**src/rtl/arm7tdmi_tlb_multisize_if.sv**
```systemverilog
`default_nettype none
// +----------------------------------------------------------------------------+
// | arm7tdmi_tlb_multisize_if                                                  |
// | Lookup/response, walker-fill, flush and statistics bundle for the TLB.     |
// | Rev 1.0                                                                    |
// +----------------------------------------------------------------------------+
interface arm7tdmi_tlb_multisize_if #(
  parameter int ADDR_WIDTH = 32,
  parameter int ASID_WIDTH = 8,
  parameter int CNT_WIDTH  = 32
);
  logic                  lookup_valid;
  logic                  lookup_ready;
  logic [ADDR_WIDTH-1:0] lookup_vaddr;
  logic [ASID_WIDTH-1:0] lookup_asid;
  logic                  resp_valid;
  logic                  resp_hit;
  logic [ADDR_WIDTH-1:0] resp_paddr;
  logic [1:0]            resp_size;
  logic [1:0]            resp_ap;
  logic [3:0]            resp_domain;
  logic [1:0]            resp_cb;
  logic                  fill_valid;
  logic [ADDR_WIDTH-1:0] fill_vaddr;
  logic [ADDR_WIDTH-1:0] fill_paddr;
  logic [1:0]            fill_size;
  logic [ASID_WIDTH-1:0] fill_asid;
  logic                  fill_global;
  logic [1:0]            fill_ap;
  logic [3:0]            fill_domain;
  logic [1:0]            fill_cb;
  logic                  flush_all;
  logic                  flush_va;
  logic [ADDR_WIDTH-1:0] flush_addr;
  logic                  flush_asid;
  logic [ASID_WIDTH-1:0] flush_asid_val;
  logic                  busy;
  logic [CNT_WIDTH-1:0]  hit_count;
  logic [CNT_WIDTH-1:0]  miss_count;

  modport master (
    output lookup_valid, lookup_vaddr, lookup_asid,
    output fill_valid, fill_vaddr, fill_paddr, fill_size, fill_asid, fill_global,
    output fill_ap, fill_domain, fill_cb,
    output flush_all, flush_va, flush_addr, flush_asid, flush_asid_val,
    input  lookup_ready, resp_valid, resp_hit, resp_paddr, resp_size, resp_ap,
    input  resp_domain, resp_cb, busy, hit_count, miss_count
  );

  modport slave (
    input  lookup_valid, lookup_vaddr, lookup_asid,
    input  fill_valid, fill_vaddr, fill_paddr, fill_size, fill_asid, fill_global,
    input  fill_ap, fill_domain, fill_cb,
    input  flush_all, flush_va, flush_addr, flush_asid, flush_asid_val,
    output lookup_ready, resp_valid, resp_hit, resp_paddr, resp_size, resp_ap,
    output resp_domain, resp_cb, busy, hit_count, miss_count
  );
endinterface
`default_nettype wire

```
**src/rtl/arm7tdmi_tlb_multisize.sv**
```systemverilog
`default_nettype none
// +----------------------------------------------------------------------------+
// | arm7tdmi_tlb_multisize                                                     |
// | ASID-tagged fully-associative TLB holding section/large/small/tiny maps.   |
// | Rev 1.0                                                                    |
// +----------------------------------------------------------------------------+
module arm7tdmi_tlb_multisize #(
  parameter int TLB_ENTRIES = 8,
  parameter int ADDR_WIDTH  = 32,
  parameter int ASID_WIDTH  = 8,
  parameter int CNT_WIDTH   = 32
) (
  input wire logic clk,
  input wire logic rst,
  arm7tdmi_tlb_multisize_if.slave bus
);
  localparam int IDX_W = (TLB_ENTRIES > 1) ? $clog2(TLB_ENTRIES) : 1;
  localparam logic [IDX_W-1:0] LAST_IDX = IDX_W'(TLB_ENTRIES - 1);
  localparam logic [0:0] ST_IDLE = 1'b0;
  localparam logic [0:0] ST_WALK = 1'b1;
  localparam logic [CNT_WIDTH-1:0] CNT_MAX = {CNT_WIDTH{1'b1}};

  // Tags and PAs are kept full width with the page-offset bits forced to zero.
  logic                  valid_q  [TLB_ENTRIES];
  logic                  valid_d  [TLB_ENTRIES];
  logic [ADDR_WIDTH-1:0] tag_q    [TLB_ENTRIES];
  logic [ADDR_WIDTH-1:0] tag_d    [TLB_ENTRIES];
  logic [ADDR_WIDTH-1:0] pa_q     [TLB_ENTRIES];
  logic [ADDR_WIDTH-1:0] pa_d     [TLB_ENTRIES];
  logic [1:0]            size_q   [TLB_ENTRIES];
  logic [1:0]            size_d   [TLB_ENTRIES];
  logic [ASID_WIDTH-1:0] asid_q   [TLB_ENTRIES];
  logic [ASID_WIDTH-1:0] asid_d   [TLB_ENTRIES];
  logic                  global_q [TLB_ENTRIES];
  logic                  global_d [TLB_ENTRIES];
  logic [1:0]            ap_q     [TLB_ENTRIES];
  logic [1:0]            ap_d     [TLB_ENTRIES];
  logic [3:0]            dom_q    [TLB_ENTRIES];
  logic [3:0]            dom_d    [TLB_ENTRIES];
  logic [1:0]            cb_q     [TLB_ENTRIES];
  logic [1:0]            cb_d     [TLB_ENTRIES];

  logic [0:0]            state_q, state_d;
  logic [IDX_W-1:0]      walk_idx_q, walk_idx_d;
  logic [ASID_WIDTH-1:0] walk_asid_q, walk_asid_d;
  logic [IDX_W-1:0]      rr_q, rr_d;

  logic                  resp_valid_q, resp_valid_d;
  logic                  resp_hit_q, resp_hit_d;
  logic [ADDR_WIDTH-1:0] resp_paddr_q, resp_paddr_d;
  logic [1:0]            resp_size_q, resp_size_d;
  logic [1:0]            resp_ap_q, resp_ap_d;
  logic [3:0]            resp_domain_q, resp_domain_d;
  logic [1:0]            resp_cb_q, resp_cb_d;
  logic [CNT_WIDTH-1:0]  hit_count_q, hit_count_d;
  logic [CNT_WIDTH-1:0]  miss_count_q, miss_count_d;

  logic                  busy;
  logic                  lookup_fire;
  logic                  lk_hit;
  logic [IDX_W-1:0]      lk_idx;
  logic [ADDR_WIDTH-1:0] lk_mask;
  logic [ADDR_WIDTH-1:0] fill_tag;
  logic [ADDR_WIDTH-1:0] fill_mask;
  logic                  fill_same, fill_free, fill_use_rr;
  logic [IDX_W-1:0]      fill_same_idx, fill_free_idx, fill_idx;

  function automatic logic [ADDR_WIDTH-1:0] size_mask(input logic [1:0] sz);
    case (sz)
      2'b00:   size_mask = {ADDR_WIDTH{1'b1}} << 20;
      2'b01:   size_mask = {ADDR_WIDTH{1'b1}} << 16;
      2'b10:   size_mask = {ADDR_WIDTH{1'b1}} << 12;
      default: size_mask = {ADDR_WIDTH{1'b1}} << 10;
    endcase
  endfunction

  assign busy        = (state_q == ST_WALK);
  assign lookup_fire = bus.lookup_valid && !busy;

  // Descending scan so the lowest matching index wins.
  always_comb begin
    lk_hit = 1'b0;
    lk_idx = '0;
    for (int i = TLB_ENTRIES - 1; i >= 0; i--) begin
      if (valid_q[i] && ((bus.lookup_vaddr & size_mask(size_q[i])) == tag_q[i]) &&
          (global_q[i] || (asid_q[i] == bus.lookup_asid))) begin
        lk_hit = 1'b1;
        lk_idx = IDX_W'(i);
      end
    end
  end

  always_comb begin
    lk_mask       = size_mask(size_q[lk_idx]);
    resp_valid_d  = lookup_fire;
    resp_hit_d    = lookup_fire && lk_hit;
    resp_paddr_d  = '0;
    resp_size_d   = '0;
    resp_ap_d     = '0;
    resp_domain_d = '0;
    resp_cb_d     = '0;
    if (resp_hit_d) begin
      resp_paddr_d  = (pa_q[lk_idx] & lk_mask) | (bus.lookup_vaddr & ~lk_mask);
      resp_size_d   = size_q[lk_idx];
      resp_ap_d     = ap_q[lk_idx];
      resp_domain_d = dom_q[lk_idx];
      resp_cb_d     = cb_q[lk_idx];
    end
    hit_count_d  = hit_count_q;
    miss_count_d = miss_count_q;
    if (lookup_fire && lk_hit && (hit_count_q != CNT_MAX))
      hit_count_d = hit_count_q + CNT_WIDTH'(1);
    if (lookup_fire && !lk_hit && (miss_count_q != CNT_MAX))
      miss_count_d = miss_count_q + CNT_WIDTH'(1);
  end

  // Fill target: exact remap first, then lowest free slot, then round-robin victim.
  always_comb begin
    fill_mask     = size_mask(bus.fill_size);
    fill_tag      = bus.fill_vaddr & fill_mask;
    fill_same     = 1'b0;
    fill_same_idx = '0;
    fill_free     = 1'b0;
    fill_free_idx = '0;
    for (int i = TLB_ENTRIES - 1; i >= 0; i--) begin
      if (valid_q[i] && (size_q[i] == bus.fill_size) && (tag_q[i] == fill_tag) &&
          (global_q[i] ? bus.fill_global
                       : (!bus.fill_global && (asid_q[i] == bus.fill_asid)))) begin
        fill_same     = 1'b1;
        fill_same_idx = IDX_W'(i);
      end
      if (!valid_q[i]) begin
        fill_free     = 1'b1;
        fill_free_idx = IDX_W'(i);
      end
    end
    fill_use_rr = !fill_same && !fill_free;
    if (fill_same)      fill_idx = fill_same_idx;
    else if (fill_free) fill_idx = fill_free_idx;
    else                fill_idx = rr_q;
  end

  always_comb begin
    valid_d     = valid_q;
    tag_d       = tag_q;
    pa_d        = pa_q;
    size_d      = size_q;
    asid_d      = asid_q;
    global_d    = global_q;
    ap_d        = ap_q;
    dom_d       = dom_q;
    cb_d        = cb_q;
    state_d     = state_q;
    walk_idx_d  = walk_idx_q;
    walk_asid_d = walk_asid_q;
    rr_d        = rr_q;
    if (bus.flush_all) begin
      for (int i = 0; i < TLB_ENTRIES; i++) valid_d[i] = 1'b0;
      rr_d       = '0;
      state_d    = ST_IDLE;
      walk_idx_d = '0;
    end else if (state_q == ST_WALK) begin
      if (!global_q[walk_idx_q] && (asid_q[walk_idx_q] == walk_asid_q))
        valid_d[walk_idx_q] = 1'b0;
      if (walk_idx_q == LAST_IDX) begin
        state_d    = ST_IDLE;
        walk_idx_d = '0;
      end else begin
        walk_idx_d = walk_idx_q + IDX_W'(1);
      end
    end else if (bus.flush_asid) begin
      state_d     = ST_WALK;
      walk_idx_d  = '0;
      walk_asid_d = bus.flush_asid_val;
    end else if (bus.flush_va) begin
      for (int i = 0; i < TLB_ENTRIES; i++)
        if ((bus.flush_addr & size_mask(size_q[i])) == tag_q[i]) valid_d[i] = 1'b0;
    end else if (bus.fill_valid) begin
      valid_d[fill_idx]  = 1'b1;
      tag_d[fill_idx]    = fill_tag;
      pa_d[fill_idx]     = bus.fill_paddr & fill_mask;
      size_d[fill_idx]   = bus.fill_size;
      asid_d[fill_idx]   = bus.fill_asid;
      global_d[fill_idx] = bus.fill_global;
      ap_d[fill_idx]     = bus.fill_ap;
      dom_d[fill_idx]    = bus.fill_domain;
      cb_d[fill_idx]     = bus.fill_cb;
      if (fill_use_rr) rr_d = (rr_q == LAST_IDX) ? '0 : rr_q + IDX_W'(1);
    end
  end

  always_ff @(posedge clk or posedge rst) begin
    if (rst) begin
      for (int i = 0; i < TLB_ENTRIES; i++) begin
        valid_q[i]  <= 1'b0;
        tag_q[i]    <= '0;
        pa_q[i]     <= '0;
        size_q[i]   <= '0;
        asid_q[i]   <= '0;
        global_q[i] <= 1'b0;
        ap_q[i]     <= '0;
        dom_q[i]    <= '0;
        cb_q[i]     <= '0;
      end
      state_q       <= ST_IDLE;
      walk_idx_q    <= '0;
      walk_asid_q   <= '0;
      rr_q          <= '0;
      resp_valid_q  <= 1'b0;
      resp_hit_q    <= 1'b0;
      resp_paddr_q  <= '0;
      resp_size_q   <= '0;
      resp_ap_q     <= '0;
      resp_domain_q <= '0;
      resp_cb_q     <= '0;
      hit_count_q   <= '0;
      miss_count_q  <= '0;
    end else begin
      valid_q       <= valid_d;
      tag_q         <= tag_d;
      pa_q          <= pa_d;
      size_q        <= size_d;
      asid_q        <= asid_d;
      global_q      <= global_d;
      ap_q          <= ap_d;
      dom_q         <= dom_d;
      cb_q          <= cb_d;
      state_q       <= state_d;
      walk_idx_q    <= walk_idx_d;
      walk_asid_q   <= walk_asid_d;
      rr_q          <= rr_d;
      resp_valid_q  <= resp_valid_d;
      resp_hit_q    <= resp_hit_d;
      resp_paddr_q  <= resp_paddr_d;
      resp_size_q   <= resp_size_d;
      resp_ap_q     <= resp_ap_d;
      resp_domain_q <= resp_domain_d;
      resp_cb_q     <= resp_cb_d;
      hit_count_q   <= hit_count_d;
      miss_count_q  <= miss_count_d;
    end
  end

  assign bus.lookup_ready = !busy;
  assign bus.busy         = busy;
  assign bus.resp_valid   = resp_valid_q;
  assign bus.resp_hit     = resp_hit_q;
  assign bus.resp_paddr   = resp_paddr_q;
  assign bus.resp_size    = resp_size_q;
  assign bus.resp_ap      = resp_ap_q;
  assign bus.resp_domain  = resp_domain_q;
  assign bus.resp_cb      = resp_cb_q;
  assign bus.hit_count    = hit_count_q;
  assign bus.miss_count   = miss_count_q;
endmodule
`default_nettype wire

```
**src/flat_wrapper.sv**
```systemverilog
// flat-port wrapper written by rule: the top's interface ports become plain ports
module arm7tdmi_tlb_multisize_flat 
#(
  parameter int TLB_ENTRIES = 8,
  parameter int ADDR_WIDTH  = 32,
  parameter int ASID_WIDTH  = 8,
  parameter int CNT_WIDTH   = 32
)
  (clk, rst, bus_lookup_valid, bus_lookup_vaddr, bus_lookup_asid, bus_fill_valid, bus_fill_vaddr, bus_fill_paddr, bus_fill_size, bus_fill_asid, bus_fill_global, bus_fill_ap, bus_fill_domain, bus_fill_cb, bus_flush_all, bus_flush_va, bus_flush_addr, bus_flush_asid, bus_flush_asid_val, bus_lookup_ready, bus_resp_valid, bus_resp_hit, bus_resp_paddr, bus_resp_size, bus_resp_ap, bus_resp_domain, bus_resp_cb, bus_busy, bus_hit_count, bus_miss_count);
  arm7tdmi_tlb_multisize_if #(.ADDR_WIDTH(ADDR_WIDTH), .ASID_WIDTH(ASID_WIDTH), .CNT_WIDTH(CNT_WIDTH)) bus_i ();
  input wire logic clk;
  input wire logic rst;
  input wire logic [$bits(bus_i.lookup_valid)-1:0] bus_lookup_valid;
  input wire logic [$bits(bus_i.lookup_vaddr)-1:0] bus_lookup_vaddr;
  input wire logic [$bits(bus_i.lookup_asid)-1:0] bus_lookup_asid;
  input wire logic [$bits(bus_i.fill_valid)-1:0] bus_fill_valid;
  input wire logic [$bits(bus_i.fill_vaddr)-1:0] bus_fill_vaddr;
  input wire logic [$bits(bus_i.fill_paddr)-1:0] bus_fill_paddr;
  input wire logic [$bits(bus_i.fill_size)-1:0] bus_fill_size;
  input wire logic [$bits(bus_i.fill_asid)-1:0] bus_fill_asid;
  input wire logic [$bits(bus_i.fill_global)-1:0] bus_fill_global;
  input wire logic [$bits(bus_i.fill_ap)-1:0] bus_fill_ap;
  input wire logic [$bits(bus_i.fill_domain)-1:0] bus_fill_domain;
  input wire logic [$bits(bus_i.fill_cb)-1:0] bus_fill_cb;
  input wire logic [$bits(bus_i.flush_all)-1:0] bus_flush_all;
  input wire logic [$bits(bus_i.flush_va)-1:0] bus_flush_va;
  input wire logic [$bits(bus_i.flush_addr)-1:0] bus_flush_addr;
  input wire logic [$bits(bus_i.flush_asid)-1:0] bus_flush_asid;
  input wire logic [$bits(bus_i.flush_asid_val)-1:0] bus_flush_asid_val;
  output wire logic [$bits(bus_i.lookup_ready)-1:0] bus_lookup_ready;
  output wire logic [$bits(bus_i.resp_valid)-1:0] bus_resp_valid;
  output wire logic [$bits(bus_i.resp_hit)-1:0] bus_resp_hit;
  output wire logic [$bits(bus_i.resp_paddr)-1:0] bus_resp_paddr;
  output wire logic [$bits(bus_i.resp_size)-1:0] bus_resp_size;
  output wire logic [$bits(bus_i.resp_ap)-1:0] bus_resp_ap;
  output wire logic [$bits(bus_i.resp_domain)-1:0] bus_resp_domain;
  output wire logic [$bits(bus_i.resp_cb)-1:0] bus_resp_cb;
  output wire logic [$bits(bus_i.busy)-1:0] bus_busy;
  output wire logic [$bits(bus_i.hit_count)-1:0] bus_hit_count;
  output wire logic [$bits(bus_i.miss_count)-1:0] bus_miss_count;
  assign bus_i.lookup_valid = bus_lookup_valid;
  assign bus_i.lookup_vaddr = bus_lookup_vaddr;
  assign bus_i.lookup_asid = bus_lookup_asid;
  assign bus_i.fill_valid = bus_fill_valid;
  assign bus_i.fill_vaddr = bus_fill_vaddr;
  assign bus_i.fill_paddr = bus_fill_paddr;
  assign bus_i.fill_size = bus_fill_size;
  assign bus_i.fill_asid = bus_fill_asid;
  assign bus_i.fill_global = bus_fill_global;
  assign bus_i.fill_ap = bus_fill_ap;
  assign bus_i.fill_domain = bus_fill_domain;
  assign bus_i.fill_cb = bus_fill_cb;
  assign bus_i.flush_all = bus_flush_all;
  assign bus_i.flush_va = bus_flush_va;
  assign bus_i.flush_addr = bus_flush_addr;
  assign bus_i.flush_asid = bus_flush_asid;
  assign bus_i.flush_asid_val = bus_flush_asid_val;
  assign bus_lookup_ready = bus_i.lookup_ready;
  assign bus_resp_valid = bus_i.resp_valid;
  assign bus_resp_hit = bus_i.resp_hit;
  assign bus_resp_paddr = bus_i.resp_paddr;
  assign bus_resp_size = bus_i.resp_size;
  assign bus_resp_ap = bus_i.resp_ap;
  assign bus_resp_domain = bus_i.resp_domain;
  assign bus_resp_cb = bus_i.resp_cb;
  assign bus_busy = bus_i.busy;
  assign bus_hit_count = bus_i.hit_count;
  assign bus_miss_count = bus_i.miss_count;
  arm7tdmi_tlb_multisize #(.TLB_ENTRIES(TLB_ENTRIES), .ADDR_WIDTH(ADDR_WIDTH), .ASID_WIDTH(ASID_WIDTH), .CNT_WIDTH(CNT_WIDTH)) u_core (.clk(clk), .rst(rst), .bus(bus_i));
endmodule
```
**config.mk**
```make
export PLATFORM = sky130hd
export DESIGN_NAME = arm7tdmi_tlb_multisize_flat
export DESIGN_NICKNAME = d
export VERILOG_FILES = /design/src/rtl/arm7tdmi_tlb_multisize_if.sv /design/src/rtl/arm7tdmi_tlb_multisize.sv /design/src/flat_wrapper.sv
export SDC_FILE = /design/constraint.sdc
export NUM_CORES = 2
export LEC_CHECK = 0
export BUFFER_PORTS_ARGS = -buffer_cell sky130_fd_sc_hd__buf_2
export CAP_MARGIN = 20
export CORE_UTILIZATION = 62
export DETAILED_ROUTE_END_ITERATION = 16
export HOLD_SLACK_MARGIN = 0.03
export PLACE_DENSITY = 0.82
export SLEW_MARGIN = 25
export SYNTH_ARGS = -nofsm -noshare
export SYNTH_HDL_FRONTEND = slang
export SYNTH_SLANG_ARGS = --single-unit
```
**constraint.sdc**
```tcl
create_clock -name clk -period 26.8 [get_ports clk]
set_input_delay 5.36 -clock clk [delete_from_list [all_inputs] [get_ports clk]]
set_output_delay 5.36 -clock clk [all_outputs]
set_load 0.02 [all_outputs]
```
==> impl_results.md <==
- Setup crit end kind: register
- Average routed wire per standard cell: 29.8 µm
- Clock latency reported for the late side of the worst-skew pair: 0.64 ns
- Number of buffers inserted during clock tree synthesis: 70
- Clock tree from TritonCTS: done
- Uppermost layer routed: met5
- WL met1: 53000 µm
- Area growth syn-to-layout: 9.24%
- Leading cell type in the layout, fill and taps excluded: sky130_fd_sc_hd__dfrtp_1
- Layout Nets: 3942
- Outcome: completed
- Worst-case vdd ir drop: 58.7 µV
- Die H: 254 µm
- Filler Cell Count: 4730
- Post-synth net total: 3904
- Final-layout setup total negative slack: 0 ns
- Avg Cell Area, Syn: 10.5 µm²
- Period minus WS final: 10.86 ns
- Clock Path Buffers: 3
- Sequential share of power: 43.2%
- CTS hold repair buffers: 0
- Met3 wirelength from detailed routing: 14000 µm
- Switching share of total power: 29.0%
- Overall die area: 0.0643 mm²
- Path type of the worst setup path: primary input to register
- Worst max-slew margin expressed relative to the limit: 21.4%
- Postcts setup bufs: 0
- Area inside the core boundary: 0.0622 mm²
- Net switching power: 712 µW
- Antenna violation net count after detailed routing: 0
- Number of flip-flops and latches in the synthesized netlist: 635
- Internal power summed over all cells: 1740 µW
- Worst Max-Slew Pin Slew: 1.17 ns
- Critical Path Source Type: primary input
- Horizontal extent of the die: 254 µm
- Max-capacitance violation count: 0
- H-tree Lvls: 3
- Crit share post-route: 40.5%
- Peak Freq: 92.1 MHz
- Post-synthesis cell area: 0.0392 mm²
- Data arrival time of the worst path: 11.37 ns
- Gate count of the mapped netlist: 3728
- CTS root buf: sky130_fd_sc_hd__clkbuf_16
- Power density relative to cell area: 57.2 mW/mm²
- Std cell rows: 91
- Port Buf Inserts: 249
- Leakage power figure: 0.0203 µW
- Final setup violation count: 0
- Global-route wire length before repair: 203000 µm
- Count of synthesis-stage warnings from yosys: 0
- Placed Instances: 4529
- Final Total Pwr: 2450 µW
- Layout Skew: 0.0280 ns
- Worst endpoint required time: 27.31 ns
- Sequential-to-total area share from yosys stat: 40.5%
- Leading cell types in the layout, fill and taps excluded: sky130_fd_sc_hd__dfrtp_1 (635), sky130_fd_sc_hd__xnor2_1 (317), sky130_fd_sc_hd__mux2_2 (303)
- CTS Sinks: 635
- Setup repair after global routing missed its margin: false
- Violation count after the first detailed-route iteration: 3527
- Detailed Routing Iterations Pass 1: 8
- Aggregate global routing overflow: 0
- DP Worst Slack: 15.42 ns
- Vias in the first global route: 30900
- Final setup slack of the worst path: 15.94 ns
- Wire length on met2: 62700 µm
- Fraction of final layout cells with drive strength greater than 1: 21.2%
- Most used DFF post-synth: sky130_fd_sc_hd__dfrtp_1
- Share of the core filled with cells in the final layout: 69.0%
- Final max-slew violation count: 0
- Proportion of power drawn by the clock network: 42.2%
- Post-detailed-routing wire length: 139000 µm
- Routability congestion estimate from global placement: 1.07
- # DRC: 0
- Top Ports: 280
- Starting density of the core: 63.1%
- Final hold violations: 0
- Resized cells post-CTS: 0
- Post-detailed-placement half-perimeter wirelength: 96500 µm
- Combinational group share of total power: 14.6%
- Unique cell type count in the Yosys netlist: 103
- Post-route non-filler standard cell count: 4662
- Proportion of register bits with asynchronous set or reset after synthesis: 100%
- Routed via count divided by cell count: 6.82
- Number of antenna violations at the first check in global routing: 15
- Pin count of the biggest net entering global routing: 179
- Top fanout value on the critical path: 43
- Via total after detailed routing: 31800
- Gr usage total: 43.2%
- EDFF count, synth: 0
- Clock transition at path regs: 0.06 ns
- HP Class: register to register
-- worst max-delay path, cell delays in order --
cell and delay (ns):
sky130_fd_sc_hd__buf_2 0.46, sky130_fd_sc_hd__buf_4 0.61, sky130_fd_sc_hd__nand2_1 0.48, sky130_fd_sc_hd__a2111oi_0 0.72
sky130_fd_sc_hd__nand4_1 0.43, sky130_fd_sc_hd__nor3_1 0.45, sky130_fd_sc_hd__nor2_1 0.11, sky130_fd_sc_hd__or4bb_1 0.23
sky130_fd_sc_hd__nor2_1 0.05, sky130_fd_sc_hd__a21o_1 0.20, sky130_fd_sc_hd__or2_1 0.40, sky130_fd_sc_hd__nor2_8 0.70
sky130_fd_sc_hd__buf_4 0.64, sky130_fd_sc_hd__mux2_2 0.41
-- cells in the mapped netlist, types with 14 or more instances --
master / number / area [µm²]
sky130_fd_sc_hd__a2111oi_0: 19 / 166
sky130_fd_sc_hd__a211oi_1: 18 / 135
sky130_fd_sc_hd__a21oi_1: 83 / 415
sky130_fd_sc_hd__a22oi_1: 20 / 150
sky130_fd_sc_hd__a31oi_1: 44 / 275
sky130_fd_sc_hd__and2_1: 32 / 200
sky130_fd_sc_hd__and3_1: 24 / 150
sky130_fd_sc_hd__buf_1: 17 / 63.8
sky130_fd_sc_hd__buf_2: 102 / 510
sky130_fd_sc_hd__buf_4: 25 / 188
sky130_fd_sc_hd__buf_6: 22 / 248
sky130_fd_sc_hd__clkbuf_1: 152 / 571
sky130_fd_sc_hd__dfrtp_1: 635 / 15900
sky130_fd_sc_hd__inv_1: 78 / 293
sky130_fd_sc_hd__mux2_1: 148 / 1670
sky130_fd_sc_hd__mux2_2: 303 / 3410
sky130_fd_sc_hd__mux2_4: 50 / 751
sky130_fd_sc_hd__mux2i_1: 203 / 2030
sky130_fd_sc_hd__nand2_1: 147 / 552
sky130_fd_sc_hd__nand2b_1: 47 / 294
sky130_fd_sc_hd__nand3_1: 92 / 460
sky130_fd_sc_hd__nand3b_1: 16 / 120
sky130_fd_sc_hd__nand4_1: 97 / 607
sky130_fd_sc_hd__nor2_1: 171 / 642
sky130_fd_sc_hd__nor2b_1: 33 / 206
sky130_fd_sc_hd__nor3_1: 46 / 230
sky130_fd_sc_hd__nor4_1: 77 / 482
sky130_fd_sc_hd__nor4b_1: 17 / 149
sky130_fd_sc_hd__nor4bb_1: 15 / 150
sky130_fd_sc_hd__o2111ai_1: 14 / 123
sky130_fd_sc_hd__o211ai_1: 14 / 105
sky130_fd_sc_hd__o21ai_0: 122 / 611
sky130_fd_sc_hd__o22ai_1: 42 / 263
sky130_fd_sc_hd__xnor2_1: 317 / 2780
sky130_fd_sc_hd__xor2_1: 243 / 2130
-- power groups by stage --
stage / logic [µW] / registers [µW] / clock network, µW
after floorplan: 248 / 1060 / 0
after global placement: 340 / 1070 / 0
after detailed placement: 345 / 1070 / 0
after CTS: 348 / 1060 / 1040
after global routing: 379 / 1060 / 1080
final: 357 / 1060 / 1040
-- routing by layer --
metal	track usage, %	vias up
met5	0	-
met4	24.8	12
met3	9.94	528
met2	67.1	1943
met1	55.5	15900
li1	-	13400
-- metrics by stage --
stage	cell area [µm²]	hold slack [ns]
after floorplan	39200	0.457
after global placement	40300	0.466
after detailed placement	40300	0.472
after CTS	42800	0.484
after global routing	42900	0.501
final	42900	0.483
-- cells by family (layout without fill, tap and decap cells) --
family	Yosys count	after routing	share of synthesized area [%]
AO/OA/AOI/OAI	521	521	8.92
AND/OR/NAND/NOR	890	890	12.4
multiplexers	715	715	20.7
XOR/XNOR	560	560	12.5
flip-flops	635	635	40.5
other	0	6	0
buffers and inverters	401	492	4.83
adder cells (fa/ha/maj)	6	6	0.191
-- layout make-up --
cell class | count | area [µm²] | area share, %
Tap cell | 837 | 1050 | 2.44
Sequential cell | 635 | 15900 | 37.1
Clock inverter | 32 | 527 | 1.23
Inverter | 81 | 312 | 0.727
Multi-Input combinational cell | 2692 | 21600 | 50.3
Timing Repair Buffer | 286 | 1580 | 3.69
Clock buffer | 93 | 1950 | 4.54
Antenna cell | 6 | 15.0 | 0.0350
-- sequential cells by signal (all words and copies together), names as in the netlist, 16 cells and up --
| signal | cells |
|---|---|
| u_core.ap_q | 16 |
| u_core.asid_q | 64 |
| u_core.bus.hit_count | 32 |
| u_core.bus.miss_count | 32 |
| u_core.bus.resp_paddr | 32 |
| u_core.cb_q | 16 |
| u_core.dom_q | 32 |
| u_core.pa_q | 176 |
| u_core.size_q | 16 |
| u_core.tag_q | 176 |
-- path summary, 6_finish.rpt --
check	startpoint	end	slack, ns	cells after the start
worst max-delay path	bus_fill_size[1]	u_core.pa_q[191]	15.94	14
worst min-delay path	u_core.pa_q[173]	u_core.pa_q[173]	0.48	1
worst max register to register	u_core.size_q[11]	u_core.bus.resp_paddr[13]	20.70	13
worst min register to register	u_core.pa_q[173]	u_core.pa_q[173]	0.48	1
max in group asynchronous	rst	u_core.bus.miss_count[12]	19.66	4
min in group asynchronous	rst	u_core.walk_asid_q[1]	4.84	2
Power figures use the tool's default switching activity.
